<file path="config.mk">
export PLATFORM = sky130hd
export DESIGN_NAME = conv_stream_feeder
export DESIGN_NICKNAME = d
export VERILOG_FILES = /design/src/rtl/conv_stream_feeder.sv
export SDC_FILE = /design/constraint.sdc
export NUM_CORES = 1
export LEC_CHECK = 0
export CAP_MARGIN = 20
export CORE_MARGIN = 2
export CORE_UTILIZATION = 40
export CTS_CLUSTER_SIZE = 20
export DETAILED_ROUTE_END_ITERATION = 8
export HOLD_SLACK_MARGIN = 0.06
export PLACE_DENSITY = 0.58
export SYNTH_ARGS = -nofsm -noshare
export SYNTH_HDL_FRONTEND = slang
export SYNTH_SLANG_ARGS = --single-unit
</file>
<file path="constraint.sdc">
create_clock -name clk -period 5.1 [get_ports clk]
set_clock_uncertainty 0.05 [all_clocks]
set_input_delay 1.53 -clock clk [delete_from_list [all_inputs] [get_ports clk]]
set_output_delay 1.53 -clock clk [all_outputs]
set_load 0.05 [all_outputs]
</file>
<file path="src/rtl/conv_stream_feeder.sv">
// Host-side front end for the convolver: buffers one X and one F vector from a
// load port, then streams both out on independent valid/ready channels.
module conv_stream_feeder #(
  parameter int WIDTH = 8,
  parameter int X_LEN = 8,
  parameter int F_LEN = 4,
  parameter int XLOG  = 3,
  parameter int FLOG  = 2
) (
  input  logic             clk,
  input  logic             reset,
  input  logic             load_valid,
  input  logic             load_sel,
  input  logic [WIDTH-1:0] load_data,
  output logic             load_ready,
  input  logic             start,
  output logic             busy,
  output logic             done,
  output logic [WIDTH-1:0] m_data_out_x,
  output logic             m_valid_x,
  input  logic             m_ready_x,
  output logic [WIDTH-1:0] m_data_out_f,
  output logic             m_valid_f,
  input  logic             m_ready_f
);

  typedef enum logic [1:0] {
    ST_IDLE   = 2'd0,
    ST_STREAM = 2'd1,
    ST_DONE   = 2'd2
  } state_t;

  state_t r_state;
  state_t w_state_nxt;

  logic [WIDTH-1:0] r_xbuf [X_LEN];
  logic [WIDTH-1:0] r_fbuf [F_LEN];

  logic [XLOG-1:0]  r_xptr;
  logic [FLOG-1:0]  r_fptr;
  logic             r_xfull;
  logic             r_ffull;
  logic [XLOG-1:0]  r_xidx;
  logic [FLOG-1:0]  r_fidx;
  logic             r_xvalid;
  logic             r_fvalid;
  logic [WIDTH-1:0] r_xdata;
  logic [WIDTH-1:0] r_fdata;
  logic             r_load_ready;
  logic             r_busy;
  logic             r_done;

  logic             w_load_x;
  logic             w_load_f;
  logic             w_start;
  logic             w_xfer_x;
  logic             w_xfer_f;
  logic             w_xlast;
  logic             w_flast;
  logic             w_xvalid_nxt;
  logic             w_fvalid_nxt;
  logic [WIDTH-1:0] w_x0;
  logic [WIDTH-1:0] w_f0;

  // r_load_ready is only high in IDLE, so it doubles as the IDLE qualifier for loads.
  assign w_load_x = load_valid && r_load_ready && !load_sel;
  assign w_load_f = load_valid && r_load_ready &&  load_sel;
  // Full flags are the pre-write values, so a same-cycle load cannot enable start.
  assign w_start  = (r_state == ST_IDLE) && start && r_xfull && r_ffull;
  assign w_xfer_x = r_xvalid && m_ready_x;
  assign w_xfer_f = r_fvalid && m_ready_f;
  assign w_xlast  = (r_xidx == XLOG'(X_LEN - 1));
  assign w_flast  = (r_fidx == FLOG'(F_LEN - 1));

  // Forward a same-cycle overwrite of element 0 into the first streamed word.
  assign w_x0 = (w_load_x && (r_xptr == {XLOG{1'b0}})) ? load_data : r_xbuf[0];
  assign w_f0 = (w_load_f && (r_fptr == {FLOG{1'b0}})) ? load_data : r_fbuf[0];

  // Next-cycle valid for each stream channel.
  always_comb begin
    w_xvalid_nxt = r_xvalid;
    w_fvalid_nxt = r_fvalid;
    if (w_start) begin
      w_xvalid_nxt = 1'b1;
      w_fvalid_nxt = 1'b1;
    end else begin
      if (w_xfer_x && w_xlast) begin
        w_xvalid_nxt = 1'b0;
      end else begin
        w_xvalid_nxt = r_xvalid;
      end
      if (w_xfer_f && w_flast) begin
        w_fvalid_nxt = 1'b0;
      end else begin
        w_fvalid_nxt = r_fvalid;
      end
    end
  end

  // Next-state logic.
  always_comb begin
    w_state_nxt = r_state;
    case (r_state)
      ST_IDLE: begin
        if (w_start) begin
          w_state_nxt = ST_STREAM;
        end else begin
          w_state_nxt = ST_IDLE;
        end
      end
      ST_STREAM: begin
        if (!w_xvalid_nxt && !w_fvalid_nxt) begin
          w_state_nxt = ST_DONE;
        end else begin
          w_state_nxt = ST_STREAM;
        end
      end
      ST_DONE: w_state_nxt = ST_IDLE;
      default: w_state_nxt = ST_IDLE;
    endcase
  end

  // State and registered status outputs.
  always_ff @(posedge clk or negedge reset) begin
    if (!reset) begin
      r_state      <= ST_IDLE;
      r_load_ready <= 1'b0;
      r_busy       <= 1'b0;
      r_done       <= 1'b0;
    end else begin
      r_state      <= w_state_nxt;
      r_load_ready <= (w_state_nxt == ST_IDLE);
      r_busy       <= (w_state_nxt == ST_STREAM);
      r_done       <= (w_state_nxt == ST_DONE);
    end
  end

  // Load pointers and full flags.
  always_ff @(posedge clk or negedge reset) begin
    if (!reset) begin
      r_xptr  <= {XLOG{1'b0}};
      r_fptr  <= {FLOG{1'b0}};
      r_xfull <= 1'b0;
      r_ffull <= 1'b0;
    end else begin
      if (w_load_x) begin
        if (r_xptr == XLOG'(X_LEN - 1)) begin
          r_xptr  <= {XLOG{1'b0}};
          r_xfull <= 1'b1;
        end else begin
          r_xptr <= r_xptr + XLOG'(1);
        end
      end
      if (w_load_f) begin
        if (r_fptr == FLOG'(F_LEN - 1)) begin
          r_fptr  <= {FLOG{1'b0}};
          r_ffull <= 1'b1;
        end else begin
          r_fptr <= r_fptr + FLOG'(1);
        end
      end
    end
  end

  // Vector storage; contents are don't-care after reset.
  always_ff @(posedge clk) begin
    if (w_load_x) begin
      r_xbuf[r_xptr] <= load_data;
    end
    if (w_load_f) begin
      r_fbuf[r_fptr] <= load_data;
    end
  end

  // Stream channel registers: index, presented word and valid.
  always_ff @(posedge clk or negedge reset) begin
    if (!reset) begin
      r_xidx   <= {XLOG{1'b0}};
      r_fidx   <= {FLOG{1'b0}};
      r_xdata  <= {WIDTH{1'b0}};
      r_fdata  <= {WIDTH{1'b0}};
      r_xvalid <= 1'b0;
      r_fvalid <= 1'b0;
    end else begin
      r_xvalid <= w_xvalid_nxt;
      r_fvalid <= w_fvalid_nxt;
      if (w_start) begin
        r_xidx  <= {XLOG{1'b0}};
        r_xdata <= w_x0;
        r_fidx  <= {FLOG{1'b0}};
        r_fdata <= w_f0;
      end else begin
        if (w_xfer_x && !w_xlast) begin
          r_xidx  <= r_xidx + XLOG'(1);
          r_xdata <= r_xbuf[r_xidx + XLOG'(1)];
        end
        if (w_xfer_f && !w_flast) begin
          r_fidx  <= r_fidx + FLOG'(1);
          r_fdata <= r_fbuf[r_fidx + FLOG'(1)];
        end
      end
    end
  end

  assign load_ready   = r_load_ready;
  assign busy         = r_busy;
  assign done         = r_done;
  assign m_data_out_x = r_xdata;
  assign m_valid_x    = r_xvalid;
  assign m_data_out_f = r_fdata;
  assign m_valid_f    = r_fvalid;

endmodule

</file>
==> results.py <==
metrics = {
    "outcome": {
        "outcome": "finished clean",
    },
    "critical_path": {
        "critical-path-slowest-cell": "nor3_1",
        "cp.required_ps": 5080,
        "path_delay_family": "simple AND/OR/NAND/NOR gates",
        "cp_num_buf_inv": 1,
        "startpoint": "load_valid",
        "cp_data_arrival_time_ps": 3470,
        "regToRegEndpoint": "m_data_out_x[1]",
        "criticalPathCategory": "in2reg",
        "critPathCapture": "r_xbuf[4][0]",
        "reg2reg_setup_slack_ps": 2560,
        "startpoint_type": "input port",
        "most_prevalent_standard_cell_on_the_critical_path": "nand2_1",
        "worst_r2r_path_depth": 7,
        "worst_r2r_startpoint": "r_xidx[0]",
        "crit_chain": "clkdlybuf4s50_1, nand2_1, nor2_1, nand2_1, nor3_1",
        "worst_stage_delay_on_the_critical_path_ps": 820,
        "cp.depth": 5,
        "critPathMaxFanout": 8,
        "critPathCaptureType": "flop",
    },
    "sta": {
        "max_freq_mhz": 286,
        "setup_viol": 0,
        "timing.setup.tns_ps": 0,
        "report.final.slew_viol_count": 0,
        "hold_ws_ps": 422,
        "grt_setup_unrepaired": "false",
        "finalHoldViolations": 0,
        "fin_crit_ps": 3490,
        "max_slew_margin": 0.307,
        "final.period_utilization": 0.685,
        "worstMarginPinSlew_ps": 1030,
    },
    "synth": {
        "synth_flop_cell": "edfxtp_1",
        "synth_area_per_cell_um2": 14.9,
        "postSynthNetCount": 394,
        "synth_largest_type_area_fraction": 0.524,
        "synth_seq_cells": 131,
        "ys_async_rst_share": 0.267,
        "post_synth_main_area_contributors": "edfxtp_1, dfrtp_1, mux2i_1, nand2_1, mux4_2",
        "yosys.area.top_type": "edfxtp_1",
        "synth_cells": 369,
        "yosysSeqAreaShare": 0.683,
        "number_of_synthesis_warnings": 0,
        "post_synth_num_cell_types": 35,
        "synth_enable_flop_cells": 96,
        "post_synth_instance_area_um2": 5510,
    },
    "layout": {
        "drive_gt1_frac": 0.131,
        "layoutNonFillerInstCount": 597,
        "n_diodes": 0,
        "nNetsFinal": 434,
        "final_design_area_no_fill_um2": 6590,
        "area_delta_synth_final_pct": 19.7,
    },
    "clocking": {
        "cts_h_tree_lvls": 4,
        "cts_inserted_buffers": 17,
        "clock_tree_from_tritoncts": "yes",
        "clock_latency_ps": 410,
        "post_cts_resize_count": 0,
        "cts_hold_repair_buffers": 0,
        "clk_transition_reported_paths_ps": 50,
        "ctsRootBufferMaster": "clkbuf_16",
        "cts_post_setup_buffers_inserted": 0,
        "clock_sinks": 131,
        "cts.path.max_buffers": 2,
    },
    "global_routing": {
        "grt_max_degree": 42,
        "number_of_antenna_violations_at_the_first_check_in_global_routing": 0,
        "grt_pass1_vias": 3260,
        "grt_first_pass_wirelength_um": 18000,
        "gr-usage-all-layers": 0.170,
        "globalRouteOverflowTotal": 0,
    },
    "placed_design": {
        "routabilityCongestion": 0.780,
        "placedInstanceArea_um2": 5990,
        "place.detailed.instances": 565,
        "io_buffers": 35,
        "place_hpwl_um": 7380,
    },
    "power_and_ir_drop": {
        "ir_worst_vdd_uv": 239,
        "static-leakage-power_nw": 2.39,
        "p_total_w": 0.00417,
        "cellPowerDensity_nw_per_um2": 633,
    },
    "routing": {
        "route.detailed.vias_per_inst": 5.28,
        "drt_first_pass_iters": 4,
        "dr.first_iter.drc_count": 201,
        "drc": 0,
        "vias": 3151,
        "antenna_violating_nets_post_route": 0,
        "drt_wl_total_um": 11500,
        "routed_wire_length_per_instance_um": 19.3,
    },
    "flow_run": {
        "drv_cap": 0,
    },
    "die": {
        "io_pins": 36,
        "rows": 42,
        "core-area_um2": 13300,
        "dieHeight_um": 121,
        "die_area_um2": 14700,
        "initial_utilization": 0.412,
        "chipWidth_um": 121,
    },
    "hold_path": {
        "worst_hold_path_type": "reg2reg",
        "hold_crit_depth": 1,
    },
}
## metrics by stage
stage / utilization / setup slack, ps
global route: 0.494 / 1440
detailed placement: 0.449 / 1170
global placement: 0.449 / 1260
finish: 0.494 / 1610
CTS: 0.493 / 1580
floorplan: - / 2060
## layout by cell type (no fill, tap or decap), types with 2 or more instances in the layout
cell	instances
bufinv_16	3
or2_2	3
a311oi_2	8
a21oi_1	18
a21o_1	3
and3_1	3
buf_4	2
dfrtp_1	35
edfxtp_1	96
clkbuf_8	3
nor2_1	17
a32oi_1	8
and2_1	4
o21ai_0	4
xnor2_1	2
ha_1	10
mux4_2	8
nor3_1	10
clkdlybuf4s50_1	34
clkinv_2	2
inv_1	7
nand2_1	54
mux2i_1	34
clkbuf_1	6
nor2b_1	2
clkbuf_16	17
a22oi_1	16
## power by group
group | switching (W) | total, W | internal, W
logic | 0.000915 | 0.00148 | 0.000570
clock network | 0.000408 | 0.00121 | 0.000803
registers | 0.000136 | 0.00147 | 0.00134
## flip-flops by register name, summed over array words and instances, names as in the netlist, 2 cells and up
| name | count |
|---|---|
| r_xbuf | 64 |
| r_fbuf | 32 |
| m_data_out_f | 8 |
| m_data_out_x | 8 |
| r_xidx | 3 |
| r_xptr | 3 |
| r_fidx | 2 |
| r_fptr | 2 |
| r_state | 2 |
## area by class of cell
type / count / area (um2)
clock buffers: 26 / 489
clock inverters: 5 / 100
fillers: 1159 / 6760
inverters: 8 / 30.0
multi-input cells: 213 / 1620
flip-flops and latches: 131 / 3760
well taps: 176 / 220
repair buffers: 38 / 368
## worst reg2reg max path: cells and delay by family, from the launching register on
family / cells / cell delay, ps
flops: 1 / 320
compound gates: 3 / 510
fa+ha+maj: 2 / 550
simple gates: 1 / 500
buf+inv: 1 / 460
## worst min-delay path by stage
stage / startpoint / slack, ps / end
5_1_grt: r_xfull / 440 / r_xfull
6_report: r_xfull / 420 / r_xfull
3_3_place_gp: r_xfull / 410 / r_xfull
2_1_floorplan: r_xfull / 380 / r_xfull
4_1_cts: r_xfull / 430 / r_xfull
3_5_place_dp: r_xfull / 420 / r_xfull
## cells by family after synthesis
kind of cell,count (synthesis),share of synthesized area
compound gates,59,0.0870
buf+inv,25,0.0225
flops,131,0.683
mux,43,0.0966
fa+ha+maj,10,0.0227
xor+xnor,2,0.00318
simple gates,99,0.0852
## Yosys cell counts, types with 2 or more instances
library cell	number
a21o_1	3
a21oi_1	18
a22oi_1	16
a311oi_2	8
a32oi_1	8
and2_1	4
and3_1	3
buf_1	2
buf_2	6
buf_4	2
buf_6	2
clkbuf_1	5
dfrtp_1	35
edfxtp_1	96
ha_1	10
inv_1	7
mux2i_1	34
mux4_2	8
nand2_1	54
nor2_1	17
nor2b_1	2
nor3_1	10
o21ai_0	4
or2_2	3
xnor2_1	2
## metal layers
| layer | part of all wire | global-route usage |
|---|---|---|
| met5 | 0 | 0 |
| met1 | 0.45 | 0.227 |
| met3 | 0.054 | 0.0385 |
| met2 | 0.48 | 0.268 |
| met4 | 0.017 | 0.0733 |
No activity file was read; power rests on OpenSTA's default activity.
